`config.mk`:
```
export PLATFORM = sky130hd
export DESIGN_NAME = htif_host_arb
export DESIGN_NICKNAME = d
export VERILOG_FILES = /design/src/rtl/htif_host_arb.sv
export SDC_FILE = /design/constraint.sdc
export NUM_CORES = 1
export LEC_CHECK = 0
export ABC_AREA = 1
export CAP_MARGIN = 20
export CORE_AREA = 2 2 193 195
export CTS_BUF_LIST = sky130_fd_sc_hd__clkbuf_2 sky130_fd_sc_hd__clkbuf_4 sky130_fd_sc_hd__clkbuf_8
export CTS_CLUSTER_DIAMETER = 80
export DETAILED_ROUTE_END_ITERATION = 7
export DIE_AREA = 0 0 195 197
export SETUP_SLACK_MARGIN = 0.02
export SLEW_MARGIN = 10
export SYNTH_ARGS = -nofsm -noshare
export SYNTH_HDL_FRONTEND = slang
export SYNTH_SLANG_ARGS = --single-unit
```
`constraint.sdc`:
```
create_clock -name clk -period 5.9 [get_ports clk]
set_clock_uncertainty 0.2 [all_clocks]
set_input_delay 1.18 -clock clk [delete_from_list [all_inputs] [get_ports clk]]
set_output_delay 1.18 -clock clk [all_outputs]
set_load 0.005 [all_outputs]
```
`src/rtl/htif_host_arb.sv`:
```
// Host-to-tile request arbiter: round-robin between the CSR and MEM host
// ports, one transaction in flight to the tile, response routed back to its
// originator, with a response timeout and a synchronized tile reset.
module htif_host_arb #(
   parameter int unsigned DATA_W  = 64,
   parameter int unsigned ADDR_W  = 32,
   parameter int unsigned TIMEOUT = 1023
) (
   input  logic              clk,
   input  logic              rst,

   input  logic              host_reset,
   output logic              tile_reset,

   input  logic              csr_req_valid,
   output logic              csr_req_ready,
   input  logic              csr_req_rw,
   input  logic [ADDR_W-1:0] csr_req_addr,
   input  logic [DATA_W-1:0] csr_req_data,

   input  logic              mem_req_valid,
   output logic              mem_req_ready,
   input  logic              mem_req_rw,
   input  logic [ADDR_W-1:0] mem_req_addr,
   input  logic [DATA_W-1:0] mem_req_data,

   output logic              tile_req_valid,
   input  logic              tile_req_ready,
   output logic              tile_req_kind,
   output logic              tile_req_rw,
   output logic [ADDR_W-1:0] tile_req_addr,
   output logic [DATA_W-1:0] tile_req_data,

   input  logic              tile_rep_valid,
   output logic              tile_rep_ready,
   input  logic [DATA_W-1:0] tile_rep_data,

   output logic              csr_rep_valid,
   input  logic              csr_rep_ready,
   output logic [DATA_W-1:0] csr_rep_data,

   output logic              mem_rep_valid,
   input  logic              mem_rep_ready,
   output logic [DATA_W-1:0] mem_rep_data,

   output logic              timeout_err
);

   // Wait counter is at least 10 bits wide, wider if TIMEOUT needs it.
   localparam int unsigned CNT_W = ($clog2(TIMEOUT + 1) > 10) ? $clog2(TIMEOUT + 1) : 10;
   localparam logic [CNT_W-1:0] WAIT_LAST = CNT_W'(TIMEOUT - 1);

   localparam logic KIND_CSR = 1'b0;
   localparam logic KIND_MEM = 1'b1;

   localparam logic [1:0] ST_IDLE  = 2'd0;
   localparam logic [1:0] ST_ISSUE = 2'd1;
   localparam logic [1:0] ST_WAIT  = 2'd2;
   localparam logic [1:0] ST_RESP  = 2'd3;

   typedef struct packed {
      logic              kind;
      logic              rw;
      logic [ADDR_W-1:0] addr;
      logic [DATA_W-1:0] data;
   } req_t;

   logic [1:0]       state;
   logic [1:0]       state_nxt;
   logic             sync_q1;
   logic             sync_q2;
   logic             last_grant;
   req_t             req_q;
   logic [DATA_W-1:0] rep_data_q;
   logic [CNT_W-1:0] wait_cnt;
   logic             grant_csr;
   logic             grant_mem;
   logic             wait_hit;
   logic             rep_taken;

   // Two-flop synchronizer for the host-requested tile reset.
   always_ff @(posedge clk or posedge rst) begin
      if (rst) begin
         sync_q1 <= 1'b1;
         sync_q2 <= 1'b1;
      end else begin
         sync_q1 <= host_reset;
         sync_q2 <= sync_q1;
      end
   end

   assign tile_reset = rst | sync_q2;

   // Round-robin grant: on a tie the requester not served last wins.
   always_comb begin
      grant_csr = 1'b0;
      grant_mem = 1'b0;
      if (state == ST_IDLE && !tile_reset) begin
         if (csr_req_valid && mem_req_valid) begin
            if (last_grant == KIND_MEM) begin
               grant_csr = 1'b1;
            end else begin
               grant_mem = 1'b1;
            end
         end else if (csr_req_valid) begin
            grant_csr = 1'b1;
         end else if (mem_req_valid) begin
            grant_mem = 1'b1;
         end
      end
   end

   assign wait_hit  = (wait_cnt == WAIT_LAST);
   assign rep_taken = (req_q.kind == KIND_MEM) ? mem_rep_ready : csr_rep_ready;

   // FSM state register.
   always_ff @(posedge clk or posedge rst) begin
      if (rst) begin
         state <= ST_IDLE;
      end else begin
         state <= state_nxt;
      end
   end

   // Next-state logic; tile reset overrides everything and drops the transaction.
   always_comb begin
      state_nxt = state;
      case (state)
         ST_IDLE: begin
            if (grant_csr || grant_mem) begin
               state_nxt = ST_ISSUE;
            end
         end
         ST_ISSUE: begin
            if (tile_req_ready) begin
               state_nxt = ST_WAIT;
            end
         end
         ST_WAIT: begin
            if (tile_rep_valid || wait_hit) begin
               state_nxt = ST_RESP;
            end
         end
         ST_RESP: begin
            if (rep_taken) begin
               state_nxt = ST_IDLE;
            end
         end
         default: state_nxt = ST_IDLE;
      endcase
      if (tile_reset) begin
         state_nxt = ST_IDLE;
      end
   end

   // Request latch, response latch, wait counter, grant history and sticky timeout.
   always_ff @(posedge clk or posedge rst) begin
      if (rst) begin
         req_q       <= '0;
         rep_data_q  <= '0;
         wait_cnt    <= '0;
         last_grant  <= KIND_MEM;
         timeout_err <= 1'b0;
      end else if (tile_reset) begin
         wait_cnt <= '0;
      end else begin
         case (state)
            ST_IDLE: begin
               wait_cnt <= '0;
               if (grant_csr) begin
                  req_q.kind <= KIND_CSR;
                  req_q.rw   <= csr_req_rw;
                  req_q.addr <= csr_req_addr;
                  req_q.data <= csr_req_data;
                  last_grant <= KIND_CSR;
               end else if (grant_mem) begin
                  req_q.kind <= KIND_MEM;
                  req_q.rw   <= mem_req_rw;
                  req_q.addr <= mem_req_addr;
                  req_q.data <= mem_req_data;
                  last_grant <= KIND_MEM;
               end
            end
            ST_WAIT: begin
               if (tile_rep_valid) begin
                  rep_data_q <= tile_rep_data;
                  wait_cnt   <= '0;
               end else if (wait_hit) begin
                  rep_data_q  <= '1;
                  timeout_err <= 1'b1;
                  wait_cnt    <= '0;
               end else begin
                  wait_cnt <= wait_cnt + CNT_W'(1);
               end
            end
            default: wait_cnt <= '0;
         endcase
      end
   end

   // Handshake outputs decode the state register and are silenced by tile reset.
   assign csr_req_ready  = grant_csr;
   assign mem_req_ready  = grant_mem;
   assign tile_req_valid = (state == ST_ISSUE) && !tile_reset;
   assign tile_rep_ready = (state == ST_WAIT) && !tile_reset;
   assign csr_rep_valid  = (state == ST_RESP) && (req_q.kind == KIND_CSR) && !tile_reset;
   assign mem_rep_valid  = (state == ST_RESP) && (req_q.kind == KIND_MEM) && !tile_reset;

   assign tile_req_kind = req_q.kind;
   assign tile_req_rw   = req_q.rw;
   assign tile_req_addr = req_q.addr;
   assign tile_req_data = req_q.data;
   assign csr_rep_data  = rep_data_q;
   assign mem_rep_data  = rep_data_q;

endmodule

```
# Yosys cells after proc, flatten, opt, wreduce, memory -nomap -nowiden
# Cells that the tools add are included.
# op_classes
addsub	1
n_mul	0
n_div	0
n_lt_le_gt_ge	0
eq_ne	8
shifts	0
n_mux	26
bitwise	4
reduce_logical	18
# op_table
op	n
$mux 98	2
$mux 64	2
$mux 10	4
$mux 1	12
$add 10x1->10 const B	1
$eq 10x10->1 const B	1
$mux 2	5
$ne 3x3->1 const B	3
$logic_and 1x1->1	8
$pmux 2 s4	1
$reduce_and 4->1	2
$reduce_and 3->1	2
$eq 2x2->1 const B	2
$reduce_bool 2->1	2
$ne 3x2->1 const B	1
$not 1->1	3
$eq 2x1->1 const B	1
$logic_not 2->1	1
$logic_or 1x1->1	2
$logic_not 1->1	1
$or 1x1->1	1
# totals
register_bits	178
latch_bits	0
ram_bits	0
romBits	0
in_bits	267
out_inout_bits	234
elab_cells	68
memories	0

# Longest topological paths before layout
# Gate-level depths: netlist of the first run.
# logic_depth
word_depth	8
mapped_depth	10
ltp_nobuf	9

# Least setup slack after synthesis of the first run
# OpenSTA, ideal clock, no wires.
# synth_path
path_type	input port to output port
startpoint	in rst
endpoint	out tile_reset
t_arrival_ps	5245
slack_ps	-725
stages	2
path_cell_list	inv_1 nand2_1
# synth_via
elab_chain_len	1
# synth_rtl
item	line_no	rtl
start: declaration	10	input logic rst,
$or 1x1->1	92	assign tile_reset = rst | sync_q2;
end: declaration	13	output logic tile_reset,
# Every way passes these cells.

# Worst setup path after layout of the first run
# layout_path
startpoint	in csr_req_valid
endpoint	out csr_req_ready
# layout_via
elab_chain_len	3
# layout_rtl
item	line_no	rtl
start: declaration	15	input logic csr_req_valid,
$mux 1 / $logic_and 1x1->1 (equally long branches)	105, 99	
$mux 1 (*)	99	if (csr_req_valid && mem_req_valid) begin
$mux 1 (*)	98	if (state == ST_IDLE && !tile_reset) begin
end: declaration	16	output logic csr_req_ready,
# Every way passes the cells marked *; elsewhere a longest branch is shown, timed or not.

==> results of run 1 <==
-- report_power, final --
| group | switching, W | leakage (nW) | internal (W) | total, W |
|---|---|---|---|---|
| Combinational | 0.000651 | 4.48 | 0.00110 | 0.00176 |
| Clock | 0.000463 | 0.173 | 0.000331 | 0.000794 |
| Sequential | 0.000234 | 1.88 | 0.00157 | 0.00180 |
| Total | 0.00135 | 6.53 | 0.00300 | 0.00435 |
-- registers in the layout (all words and copies together) (netlist names) --
register       count
state              2
tile_req_rw        1
wait_cnt          10
last_grant         1
timeout_err        1
sync_q1            1
csr_rep_data      64
tile_req_data     64
tile_req_addr     32
sync_q2            1
tile_req_kind      1
-- cells by family after synthesis --
family	share of synthesized area, %
AO/OA/AOI/OAI	17.5
buffers and inverters	17.8
adder cells (fa/ha/maj)	0.832
XOR/XNOR	0.291
AND/OR/NAND/NOR	14.1
flip-flops	49.4
-- cell usage in the layout (no fill, tap or decap), drive strengths merged --
cell and n:
o21bai 1, o21ai 100, clkdlybuf4s50 500, dfrtp 175
nand3 6, buf 6, ha 6, a21oi 100
nand4 3, dfstp 3, clkinv 2, inv 185
xnor2 1, clkinvlp 4, clkbuf 23, nor3 3
a21boi 1, nor2 184, nand2 128, a31oi 64
xor2 2, and3 1
-- per-stage QoR --
| stage | util, % | worst slack [ns] | cells | power [W] | hold slack [ns] |
|---|---|---|---|---|---|
| finish | 39.0 | 1.61 | 1966 | 0.00435 | 0.160 |
| global route | 39.0 | 1.54 | 1966 | 0.00467 | 0.172 |
| CTS | 39.0 | 1.60 | 1966 | 0.00444 | 0.164 |
| detailed placement | 38.1 | 1.59 | 1936 | 0.00361 | 0.151 |
| global placement | 38.1 | 1.65 | 1936 | 0.00359 | 0.146 |
| floorplan | - | 0.440 | 1088 | 0.00248 | 0.145 |
-- layer usage --
metal	global-route usage, %	vias up	share of wire (%)
li1	-	4139	-
met1	16.7	3669	39
met2	26.5	354	50
met3	6.16	30	8.9
met4	5.03	0	2.1
met5	0	-	0
-- path summary, 6_finish.rpt --
path,start,end,slack (ns),cells after the start
max,csr_req_valid,csr_req_ready,1.61,5
min,sync_q1,sync_q2,0.16,0
max reg2reg,state[0],csr_rep_data[52],3.26,8
min reg2reg,sync_q1,sync_q2,0.16,0
max in group asynchronous,rst,tile_req_data[26],3.49,3
min in group asynchronous,rst,tile_req_data[54],1.21,3
-- area by class of cell --
| cell class | instances | area [µm²] |
|---|---|---|
| Fill cell | 3798 | 22100 |
| Sequential cell | 178 | 4460 |
| Multi-Input combinational cell | 600 | 2990 |
| Tap cell | 468 | 586 |
| Clock buffer | 23 | 292 |
| Inverter | 184 | 694 |
| Timing Repair Buffer | 506 | 5070 |
| Clock inverter | 7 | 53.8 |
==> results.txt, run 1 <==
The flow ran to the end, and the final reports show no timing, DRC or antenna violations. In this run, CTS created clock tree buffers numbering 17. STA classifies the critical path startpoint as a primary input. The actual slew at the worst max-slew pin is 1.02 ns.

The ratio of cells with drive above 1 in the final layout came out at 6.28%. The slowest library cell on the worst path is clkdlybuf4s50_1. The most numerous cell type found on the critical path is clkdlybuf4s50_1. Based on the critical path, the design can be clocked at up to 233 MHz.

The overall via count from detail_route came out at 8192. The HPWL after detailed placement came out at 22400 µm. The worst endpoint data arrival time came out at 2.91 ns. The share of synthesized registers carrying an async set or reset came out at 100%. The sequential area share after synthesis came out at 49.4%. The largest total area in the synthesized netlist belongs to dfrtp_1. At the worst endpoint, the required time is 4.52 ns. Traced cell by cell, the critical path runs through clkdlybuf4s50_1, a21boi_1, nand2_8, inv_1, clkdlybuf4s50_1. After synthesis, the cell types taking the most area are dfrtp_1, nor2_1, inv_1. The overall track demand over capacity in global routing came out at 15.2%. Synthesis produced 1088 cells. The post-synthesis cell type count came out at 29. The clock slew at the register clock pins of the worst setup and hold paths is 0.08 ns. The number of global-route vias before repair came out at 7971. The area growth from synthesis to final layout came out at 56.8%. The post-place instance area is 13800 µm². The detailed-router iteration count before antenna repair is 5. The post-detailed-route wirelength per cell came out at 14.9 µm. The later-pin clock latency in the skew report is 0.47 ns. The vertical extent of the die is 197 µm. By count the netlist is led by nor2_1, inv_1, dfrtp_1, nand2_1, o21ai_1. For this block, the initial DRC count from the detailed router was 274.

The total of warnings raised by yosys came out at 0. The clock sink count came out at 178. The setup TNS is 0 ns.

The number of diodes came out at 0. In this design, the stage delay of the slowest critical-path cell is 0.52 ns. The smallest clock period supported by the final layout is computed as 4.29 ns.

The min-delay analysis places its worst path in the category flop to flop. The count of instances resized after the clock tree is built is 0. For this design the static power due to leakage is 6.53 nW. Counting flops and latches in the post-synthesis netlist gives 178.

By instance count, the leading cell after synthesis is nor2_1. Along the worst path, the maximum fanout reaches 25. The overall overflow remaining after global route came out at 0. The die covers 38400 µm². The die width came out at 195 µm. The number of max-capacitance violations reported came out at 0. The number of hold violations in the final report is 0. The maximum number of pins on one net before global-route repair came out at 179. The finished layout cell area came out at 14100 µm².

The worst-case clock buffer depth came out at 2. The top cell type by area accounts for 48.5% of the synthesized area. The average instance in the mapped netlist occupies 8.29 µm². The final net count came out at 1760. For this design the ratio of total power to cell area is 308 nW/µm². In this run the tool buffered the top-level ports with 500 buffer cells. Dividing the final minimum period by the clock period gives 72.7%. The wire length of the first global-routing pass is 44400 µm. The routed wire length is 29300 µm.

The critical path in this run is classified as primary input to output pin. The number of buffers and inverters on the critical path is 3. The kind of end point of the critical path is an output pin. In the routed design, unresolved DRC markers number 0. In this run the clock root is driven by a clkbuf_8. The worst relative slew slack came out at 31.8%.

The initialized floorplan defines 70 standard-cell rows. TritonCTS built the clock tree. The cell family contributing the most delay on the critical path is buffers and inverters. Setup repair after global routing left no endpoint under its margin. Once the floorplan was initialized, standard cells occupied 24.9% of the core. The via density per instance came out at 4.17. The synthesized design contains 0 enable-type register cells. The post-cts hold buffer count is 0. The CTS H-tree depth is 4. In this run the count of I/O pins placed on the die edge is 501. The number of antenna violations at the first check in global routing came out at 0. The area of the mapped netlist is 9020 µm².

The weighted congestion at the end of routability-driven global placement is 0.847. Across the VDD grid, the largest voltage drop is 125 µV. The count of pins over their slew limit came out at 0.

The placeable core region came out at 36300 µm². In the synthesized netlist the dominant register cell turns out to be dfrtp_1. The final-report setup violation count came out at 0. After clock tree synthesis, the setup repair step added 0 buffers. The number of nets with antenna violations after detailed routing came out at 0.

The post-synthesis net count came out at 1361.
Power figures use the tool's default switching activity.
==> inputs of run 2 (changes only) <==
--- a/config.mk
+++ b/config.mk
@@ -7,11 +7,11 @@
 export LEC_CHECK = 0
 export ABC_AREA = 1
 export CAP_MARGIN = 20
-export CORE_AREA = 2 2 193 195
+export CORE_AREA = 2 2 194 196
 export CTS_BUF_LIST = sky130_fd_sc_hd__clkbuf_2 sky130_fd_sc_hd__clkbuf_4 sky130_fd_sc_hd__clkbuf_8
 export CTS_CLUSTER_DIAMETER = 80
 export DETAILED_ROUTE_END_ITERATION = 7
-export DIE_AREA = 0 0 195 197
+export DIE_AREA = 0 0 196 198
 export SETUP_SLACK_MARGIN = 0.02
 export SLEW_MARGIN = 10
 export SYNTH_ARGS = -nofsm -noshare
==> constraint.sdc (replaced) <==
create_clock -name clk -period 4.4 [get_ports clk]
set_clock_uncertainty 0.2 [all_clocks]
set_input_delay 0.88 -clock clk [delete_from_list [all_inputs] [get_ports clk]]
set_output_delay 0.88 -clock clk [all_outputs]
set_load 0.005 [all_outputs]
==> results.txt, run 2 (synthesis results as in run 1) <==
The vertical extent of the die is 198 µm. In this design, the critical path's most frequently occurring cell is clkdlybuf4s50_1. The tightest min-delay check is of the flop to flop type. The post-place instance area came out at 13800 µm².

For the final routed database, the setup TNS stands at 0 ns. The number of antenna violations at the first check in global routing came out at 0. Counting tap cells, the placed design contains a total of 1943 instances. The commonest non-fill, non-tap cell in the layout is clkdlybuf4s50_1. The CTS H-tree depth came out at 4. The number of buffers inserted by post-CTS setup repair came out at 0.

The sum of internal, switching and leakage power came out at 0.00588 W. The detailed-router iteration count before antenna repair came out at 4. The clock slew at the register clock pins of the worst setup and hold paths came out at 0.08 ns. Relative to the synthesized area, the layout overhead comes to 57.6%.

The final critical delay including setup and external delays came out at 3.53 ns. The count of routing violations after the opening detailed-route iteration came out at 304. The maximum number of pins on one net before global-route repair is 196. The count of pins over their slew limit is 0. Measured along the x axis, the die boundary spans 196 µm.

In this design, the stage delay of the slowest critical-path cell is 0.50 ns. The count of buffers inserted at the top-level ports came out at 500. The HPWL after detailed placement came out at 21600 µm.

The number of cells in the finished layout apart from fillers is 1974. The number of diodes is 0. The maximum VDD drop came out at 172 µV. On the critical path the largest part of the delay comes from buffers and inverters. Setup repair after global routing left no endpoint under its margin.

The static leakage power came out at 6.57 nW. The cell sitting at the root of the clock tree is a clkbuf_8. The run finished with clean final reports. In the final layout, flip-flops and latches occupy 4460 µm².

The combined area of the multi-input logic cells came out at 2990 µm². The clock sink count came out at 178. In the layout the commonest cells are clkdlybuf4s50_1, nor2_1, inv_1. Max-cap violations in this run came to 0. The highest clock frequency the design can meet came out at 283 MHz.

The worst setup path is of the primary input to output pin kind. The actual slew at the worst max-slew pin is 0.940 ns. The power per cell area came out at 413 nW/µm². The final layout contains routed wiring with a total length of 28600 µm. The number of global-route vias before repair is 7562. The clock buffer count from CTS is 17. For flop-to-flop paths, the worst setup slack is 1.82 ns. The worst-case clock buffer depth is 2. The number of nets with antenna violations after detailed routing came out at 0. The area of the die came out at 38800 µm².

The highest net fanout along the worst path is 3. The kind of start point of the critical path is a primary input. The count of instances resized after the clock tree is built is 0.

The ratio of cells with drive above 1 in the final layout came out at 6.40%. The buffers plus inverters on the worst setup path came out at 3. The number of hold violations in the final report came to 0. The required time of the critical path is 3.32 ns. The overall track demand over capacity in global routing is 14.3%. The overall via count from detail_route came out at 8240.

Counting the fill cells in the layout gives 3838. The finished layout cell area came out at 14200 µm². The worst relative slew slack is 37.3%. After clock tree synthesis, the flow added hold-fix buffers numbering 0.

The number of rows created at floorplan came out at 71. The wire length of the first global-routing pass is 42500 µm. STA classifies the critical path endpoint as an output pin. Once the floorplan was initialized, standard cells occupied 24.4% of the core. The placeable core region is 37000 µm².

The I/O pin total is 501. In the finished design, the share of the clock period the worst path needs comes to 80.3%. The weighted congestion at the end of routability-driven global placement is 0.811. The overall overflow remaining after global route came out at 0. The slowest library cell on the worst path is clkdlybuf4s50_1.

In the routed layout, each cell is associated on average with a via count of 4.17. The post-detailed-route wirelength per cell is 14.5 µm. Setup violations remaining at the end of the flow were counted as 0. The final net count is 1761. For this run, design rule violations remaining after detail routing come to 0.

The later-pin clock latency in the skew report is 0.49 ns. The worst endpoint data arrival time came out at 2.45 ns. TritonCTS built the clock tree. Traced cell by cell, the critical path runs through clkdlybuf4s50_1, a21boi_1, nand2_8, inv_1, clkdlybuf4s50_1.
run 2: area by class of cell:
| class | instances | share of cell area [%] |
|---|---|---|
| inverter | 184 | 4.88 |
| sequential | 178 | 31.3 |
| clock buffer | 21 | 1.99 |
| clock inverter | 10 | 0.695 |
| tap | 474 | 4.17 |
| timing repair buffer | 507 | 35.9 |
| multi-input combinational | 600 | 21.0 |
run 2: worst paths after layout:
path                          startpoint                 to  cells past startpoint
max                        csr_req_valid      csr_req_ready                      5
min                              sync_q1            sync_q2                      0
max reg2reg                     state[0]  tile_req_data[31]                     10
min reg2reg                      sync_q1            sync_q2                      0
max in group asynchronous            rst  tile_req_data[28]                      4
min in group asynchronous            rst        wait_cnt[8]                      3
run 2: worst reg2reg max path, cell delays in order (launching register included):
cell and delay (ns):
dfrtp_1 0.41, inv_1 0.08, ha_1 0.21, nand2_2 0.11, inv_2 0.07, nand2_8 0.07, buf_12 0.42, nand2_8 0.09
buf_12 0.22, nor2_1 0.51, a21oi_2 0.05
run 2: through the flow:
step	worst slack [ns]	util, %	hold slack [ns]
final	0.866	38.5	0.161
after global routing	0.821	38.5	0.167
after CTS	0.871	38.5	0.165
after detailed placement	0.883	37.5	0.152
after global placement	0.890	37.5	0.146
after floorplan	-0.413	-	0.145
run 2: layer usage:
| layer | routed length, µm | GRT usage [%] | vias up |
|---|---|---|---|
| met5 | 0 | 0 | - |
| met4 | 416 | 4.60 | 0 |
| met3 | 2510 | 4.97 | 22 |
| met2 | 14200 | 24.7 | 350 |
| met1 | 11400 | 16.6 | 3714 |
| li1 | - | - | 4154 |
run 2: where the power goes:
group          internal [W]  switching (W)
Combinational       0.00148       0.000843
Clock              0.000502       0.000636
Sequential          0.00210       0.000316
Total               0.00409        0.00179
==> patch 1, RTL diff (flow settings as in run 2) <==
Make the reset (`rst`) synchronous in 3 clocked blocks.
--- a/src/rtl/htif_host_arb.sv
+++ b/src/rtl/htif_host_arb.sv
@@ -80,5 +80,5 @@
 
    // Two-flop synchronizer for the host-requested tile reset.
-   always_ff @(posedge clk or posedge rst) begin
+   always_ff @(posedge clk) begin
       if (rst) begin
          sync_q1 <= 1'b1;
@@ -115,5 +115,5 @@
 
    // FSM state register.
-   always_ff @(posedge clk or posedge rst) begin
+   always_ff @(posedge clk) begin
       if (rst) begin
          state <= ST_IDLE;
@@ -155,5 +155,5 @@
 
    // Request latch, response latch, wait counter, grant history and sticky timeout.
-   always_ff @(posedge clk or posedge rst) begin
+   always_ff @(posedge clk) begin
       if (rst) begin
          req_q       <= '0;
Behaviour: differs if rst is asserted again (counterexample within 4 cycles, from zero or initial values and one cycle with rst high); with rst held inactive, the same outputs for 4 cycles.
==> patch 1 against run 2 <==
  * Area after synthesis down 15%
  * Count of clock-buffer cells in the layout down 1
  * Routed wire length up 3.3%
  * Cell area down 9.3%
  * Sequential cell count unchanged
  * Non-clock buffer count up 2
  * Via count down 2.5%
  * Setup slack worse by 0.089 ns
  * Die area unchanged
Power is not compared: it rests on default switching activity, and its combinational part moved more than twofold at a synthesized area within 25%.
==> patch 1: results (changes against run 2) <==
Worst VDD drop = 0.167 mV
Number of synthesized flops with an enable pin = 0 (unchanged)
GPL Wtd Cong = 0.776 (was 0.811)
Status = completed (unchanged)
Reg clk slew, reported paths = 0.09 ns
Pre-antenna DRT Iters = 4 (unchanged)
Slew of the pin with the lowest slew margin = 0.958 ns (was 0.940 ns)
R2r startpoint = state[0] (unchanged)
CP delay by family, top = buffers and inverters (unchanged)
Filler cell count = 3,914 (was 3,838)
Highest net fanout along the worst path = 6 (was 3)
Setup Fix Bufs, Post-CTS = 0 (unchanged)
GRT Resource Usage Total = 14.7% (was 14.3%)
Initial antenna violation count = 1 (was 0)
Area contributors post-synth = dfxtp_1 46%, nand2_1 10%, a31oi_1 7.9%, buf_4 6.5%, o21ai_0 5.7% (was dfrtp_1 49%, nor2_1 7.6%, inv_1 7.5%, buf_4 6.0%, nand2_1 5.2%)
Fraction of layout instances using a drive strength above 1 = 4.00% (was 6.40%)
Sequential area share after synthesis = 46.3% (was 49.4%)
Hpwl dp = 21,700 um (was 21,600 um)
CTS resizes = 0 (unchanged)
Arrival @ worst endpoint = 2.54 ns (was 2.45 ns)
Clock Latency Late Sink = 0.48 ns
Fin nets = 1,660 (was 1,761)
Tightest Hold Check Type = register to register (unchanged)
CTS H-Tree Depth = 4 (unchanged)
Total routed wirelength = 29,500 um (was 28,600 um)
Async SR Flop Fraction = 0% (was 100%)
WHS Path Cells = 1 (was 0)
Clock Path Buffers = 2 (unchanged)
Largest net degree at the start of global routing = 163 (was 196)
Yosys warnings = 0 (unchanged)
Clock root buffer = clkbuf_8 (unchanged)
Number of global-route vias before repair = 7,715 (was 7,562)
Critical-path top delay cell = clkdlybuf4s50_1 (unchanged)
Buffers on Ports = 500 (unchanged)
Hold EP = sync_q2 (unchanged)
Crit Reg-Reg Endpoint = state[1] (was tile_req_data[31])
Via count = 8,035 (was 8,240)
Worst reg-to-reg path cell count = 11 (was 10)
Most frequent cells after synthesis = 211 x nand2_1, 178 x dfxtp_1, 97 x a31oi_1 (was 182 x nor2_1, 181 x inv_1, 175 x dfrtp_1)
Cts bufs inserted = 17 (unchanged)
R2R Setup Slk = 2.05 ns (was 1.82 ns)
Global-route wire length before repair = 43,900 um (was 42,500 um)
Leak = 4.59 nW
Max incr delay on CP = 0.59 ns (was 0.50 ns)
Synthesized Nets = 1,267 (was 1,361)
1st-iter DRT viols = 273 (was 304)
Unique cell type count in the Yosys netlist = 28 (was 29)
Min-Delay Startpoint = sync_q1 (unchanged)
[patch 1: cell count changes in the layout (fill, tap and decap cells not counted), moves of 4 or more]
cell | before | now
dfxtp_1 | 0 | 178
dfrtp_1 | 175 | 0
inv_1 | 180 | 78
nor2_1 | 182 | 20
a31oi_1 | 64 | 97
a21oi_2 | 44 | 0
nand2_1 | 124 | 210
o21ai_0 | 18 | 87
o21ai_1 | 82 | 74
or2_2 | 0 | 4
a21oi_1 | 56 | 70
[patch 1: area by class of cell]
class | count | area share [%]
clock buffers | 20 | 2.13
flip-flops and latches | 178 | 27.6
inverters | 82 | 2.41
repair buffers | 509 | 39.6
clock inverters | 12 | 0.814
well taps | 474 | 4.59
multi-input cells | 598 | 22.8
diodes | 1 | 0.0194
[patch 1: layer usage]
metal | track usage [%] | up-vias | wire length, um
met3 | 5.11 | 26 | 2420
met4 | 5.98 | 0 | 789
li1 | - | 4038 | -
met1 | 16.9 | 3644 | 12200
met2 | 24.9 | 327 | 14100
met5 | 0 | - | 0
[patch 1: stage by stage]
step                      power, mW  area, um^2  setup WS [ns]  cells  hold WS, ns
after floorplan                1.81        7690           1.85    993        0.189
after global placement         2.14       12500          0.759   1841        0.196
after detailed placement       2.14       12500          0.767   1841        0.197
after CTS                      3.30       12900          0.762   1873        0.220
after global routing           3.38       12900          0.683   1874        0.228
final                          3.22       12900          0.777   1874        0.216
[patch 1: worst max-delay path by stage]
| stage | startpoint | to | slack (ns) | depth (start not counted) |
|---|---|---|---|---|
| floorplan | mem_req_valid | csr_req_ready | 1.85 | 6 |
| global placement | rst | csr_req_ready | 0.76 | 7 |
| detailed placement | rst | csr_req_ready | 0.77 | 7 |
| CTS | rst | csr_req_ready | 0.76 | 7 |
| global route | rst | csr_req_ready | 0.68 | 7 |
| finish | rst | csr_req_ready | 0.78 | 7 |
[patch 1: logic make-up (layout without fill, tap and decap cells)]
family,count (synthesis),in the layout,share of synthesized area (%)
adders and majority gates,7,7,1.14
DFF,178,178,46.3
and+or+nand+nor,256,256,13.3
buffers and inverters,217,623,15.5
AOI/OAI and AO/OA,330,330,23.1
other,0,1,0
xor gates and xnor gates,5,5,0.570
[patch 1: report_power, final]
| part | internal [mW] | switching (mW) | leakage [nW] | total (mW) |
|---|---|---|---|---|
| registers | 1.64 | 0.0167 | 1.44 | 1.66 |
| clock network | 0.493 | 0.629 | 0.195 | 1.12 |
| logic | 0.298 | 0.145 | 2.96 | 0.443 |
==> patch 2, RTL diff (settings of run 2) <==
Made on the original files. Change the parameter `ADDR_W` from 32 to 64.
--- a/src/rtl/htif_host_arb.sv
+++ b/src/rtl/htif_host_arb.sv
@@ -4,5 +4,5 @@
 module htif_host_arb #(
    parameter int unsigned DATA_W  = 64,
-   parameter int unsigned ADDR_W  = 32,
+   parameter int unsigned ADDR_W  = 64,
    parameter int unsigned TIMEOUT = 1023
 ) (
Interface: changed (resized csr_req_addr, mem_req_addr and tile_req_addr); port bits go from 501 to 597. No check against the original RTL was run, so the function may have changed too.
==> patch 2 against run 2 <==
  * Count of clock-buffer cells in the layout is 42 higher
  * Critical endpoint unchanged
  * Cell area rose by 21%
  * Sequential cell count rose by 32
  * Routed wire length rose by 30%
  * Largest power group is now combinational cells
  * Maximum frequency down 3.3%
  * Clock power is 78% higher
  * Synthesized cell count is 19% higher
  * Setup slack got worse by 0.12 ns
  * Area after synthesis is 18% higher
  * Total power grew 34%
==> patch 2: results (changes against run 2) <==
GPL Wtd Cong = 0.836 (was 0.811)
Async SR Flop Fraction = 100% (unchanged)
Setup Fix Bufs, Post-CTS = 0 (unchanged)
Critical Path End = csr_req_ready (unchanged)
CP Launch Point = rst (was csr_req_valid)
Worst VDD drop = 0.191 mV (was 0.172 mV)
Leak = 8.01 nW (was 6.57 nW)
Number of global-route vias before repair = 9,454 (was 7,562)
Max incr delay on CP = 0.51 ns
Slew headroom = 26.8% (was 37.3%)
Global-route wire length before repair = 54,100 um (was 42,500 um)
Final Cycle Share = 83.1% (was 80.3%)
Worst reg-to-reg path cell count = 9 (was 10)
Min-Delay Startpoint = sync_q1 (unchanged)
Pre-antenna DRT Iters = 4 (unchanged)
Total routed wirelength = 37,200 um (was 28,600 um)
CTS H-Tree Depth = 2 (was 4)
Buffers on Ports = 596 (was 500)
Arrival @ worst endpoint = 2.57 ns (was 2.45 ns)
R2R Setup Slk = 1.70 ns (was 1.82 ns)
Area contributors post-synth = dfrtp_1 49%, inv_1 7.6%, nor2_1 7.6%, a21oi_2 7.5%, o21ai_1 6.1% (was dfrtp_1 49%, nor2_1 7.6%, inv_1 7.5%, buf_4 6.0%, nand2_1 5.2%)
Fin nets = 2,145 (was 1,761)
Clock Latency Late Sink = 0.54 ns (was 0.49 ns)
Most frequent cells after synthesis = 216 x inv_1, 216 x nor2_1, 207 x dfrtp_1 (was 182 x nor2_1, 181 x inv_1, 175 x dfrtp_1)
Crit Reg-Reg Endpoint = tile_req_addr[63] (was tile_req_data[31])
Status = completed (unchanged)
CTS resizes = 0 (unchanged)
Filler cell count = 3,687 (was 3,838)
Sequential area share after synthesis = 49.3% (was 49.4%)
Initial antenna violation count = 4 (was 0)
Critical-path top delay cell = clkdlybuf4s50_1 (unchanged)
Largest net degree at the start of global routing = 232 (was 196)
GRT Resource Usage Total = 18.2% (was 14.3%)
Setup WS pre-CTS = 0.733 ns (was 0.883 ns)
Synth Flop Type = dfrtp_1 (unchanged)
Unique cell type count in the Yosys netlist = 25 (was 29)
Synthesized Nets = 1,631 (was 1,361)
Reg clk slew, reported paths = 0.06 ns (was 0.08 ns)
Fraction of layout instances using a drive strength above 1 = 9.98% (was 6.40%)
Highest net fanout along the worst path = 31 (was 3)
Clock root buffer = clkbuf_8 (unchanged)
Tightest Hold Check Type = register to register (unchanged)
Hold slack = 0.142 ns (was 0.161 ns)
Post-DP Area = 0.0164 mm^2 (was 0.0138 mm^2)
R2r startpoint = state[0] (unchanged)
Clock Path Buffers = 3 (was 2)
Cts bufs inserted = 39 (was 17)
Via count = 9,782 (was 8,240)
CP delay by family, top = buffers and inverters (unchanged)
1st-iter DRT viols = 289 (was 304)
Hpwl dp = 28,800 um (was 21,600 um)
Yosys warnings = 0 (unchanged)
-- patch 2: cell type report --
class	instances	area (um^2)	share of cell area (%)
multi-input combinational	730	3630	21.1
sequential	210	5260	30.5
clock inverter	3	65.1	0.377
clock buffer	63	767	4.45
tap	474	593	3.44
timing repair buffer	606	6090	35.3
inverter	221	833	4.83
antenna	4	10.0	0.0580
-- patch 2: cells by family after synthesis --
kind of cell | synth area share [%]
and+or+nand+nor | 14.3
xor gates and xnor gates | 0.246
AOI/OAI and AO/OA | 18.5
buffers and inverters | 16.9
adders and majority gates | 0.703
DFF | 49.3
-- patch 2: worst min path at each step --
stage,end,cells past startpoint
after floorplan,sync_q2,0
after global placement,sync_q2,0
after detailed placement,sync_q2,0
after CTS,sync_q2,0
after global routing,sync_q2,0
final,sync_q2,0
-- patch 2: report_power, final --
| group | total (mW) | switching, mW | leakage, nW | internal, mW |
|---|---|---|---|---|
| Clock | 2.03 | 0.818 | 0.444 | 1.21 |
| Combinational | 2.95 | 1.14 | 5.33 | 1.81 |
| Sequential | 2.89 | 0.377 | 2.23 | 2.52 |
-- patch 2: metal layers --
| metal | global-route usage, % | routed length (um) | up-vias |
|---|---|---|---|
| met1 | 20.2 | 14100 | 4375 |
| met5 | 0 | 0 | - |
| li1 | - | - | 4976 |
| met2 | 33.3 | 19400 | 373 |
| met3 | 5.02 | 2640 | 58 |
| met4 | 6.82 | 1030 | 0 |
-- patch 2: per-stage QoR --
stage | power (mW) | util [%] | cells
global route | 8.35 | 46.7 | 2311
finish | 7.87 | 46.7 | 2311
CTS | 8.00 | 46.7 | 2307
global placement | 5.88 | 44.4 | 2241
detailed placement | 5.91 | 44.4 | 2241
floorplan | 4.02 | - | 1294
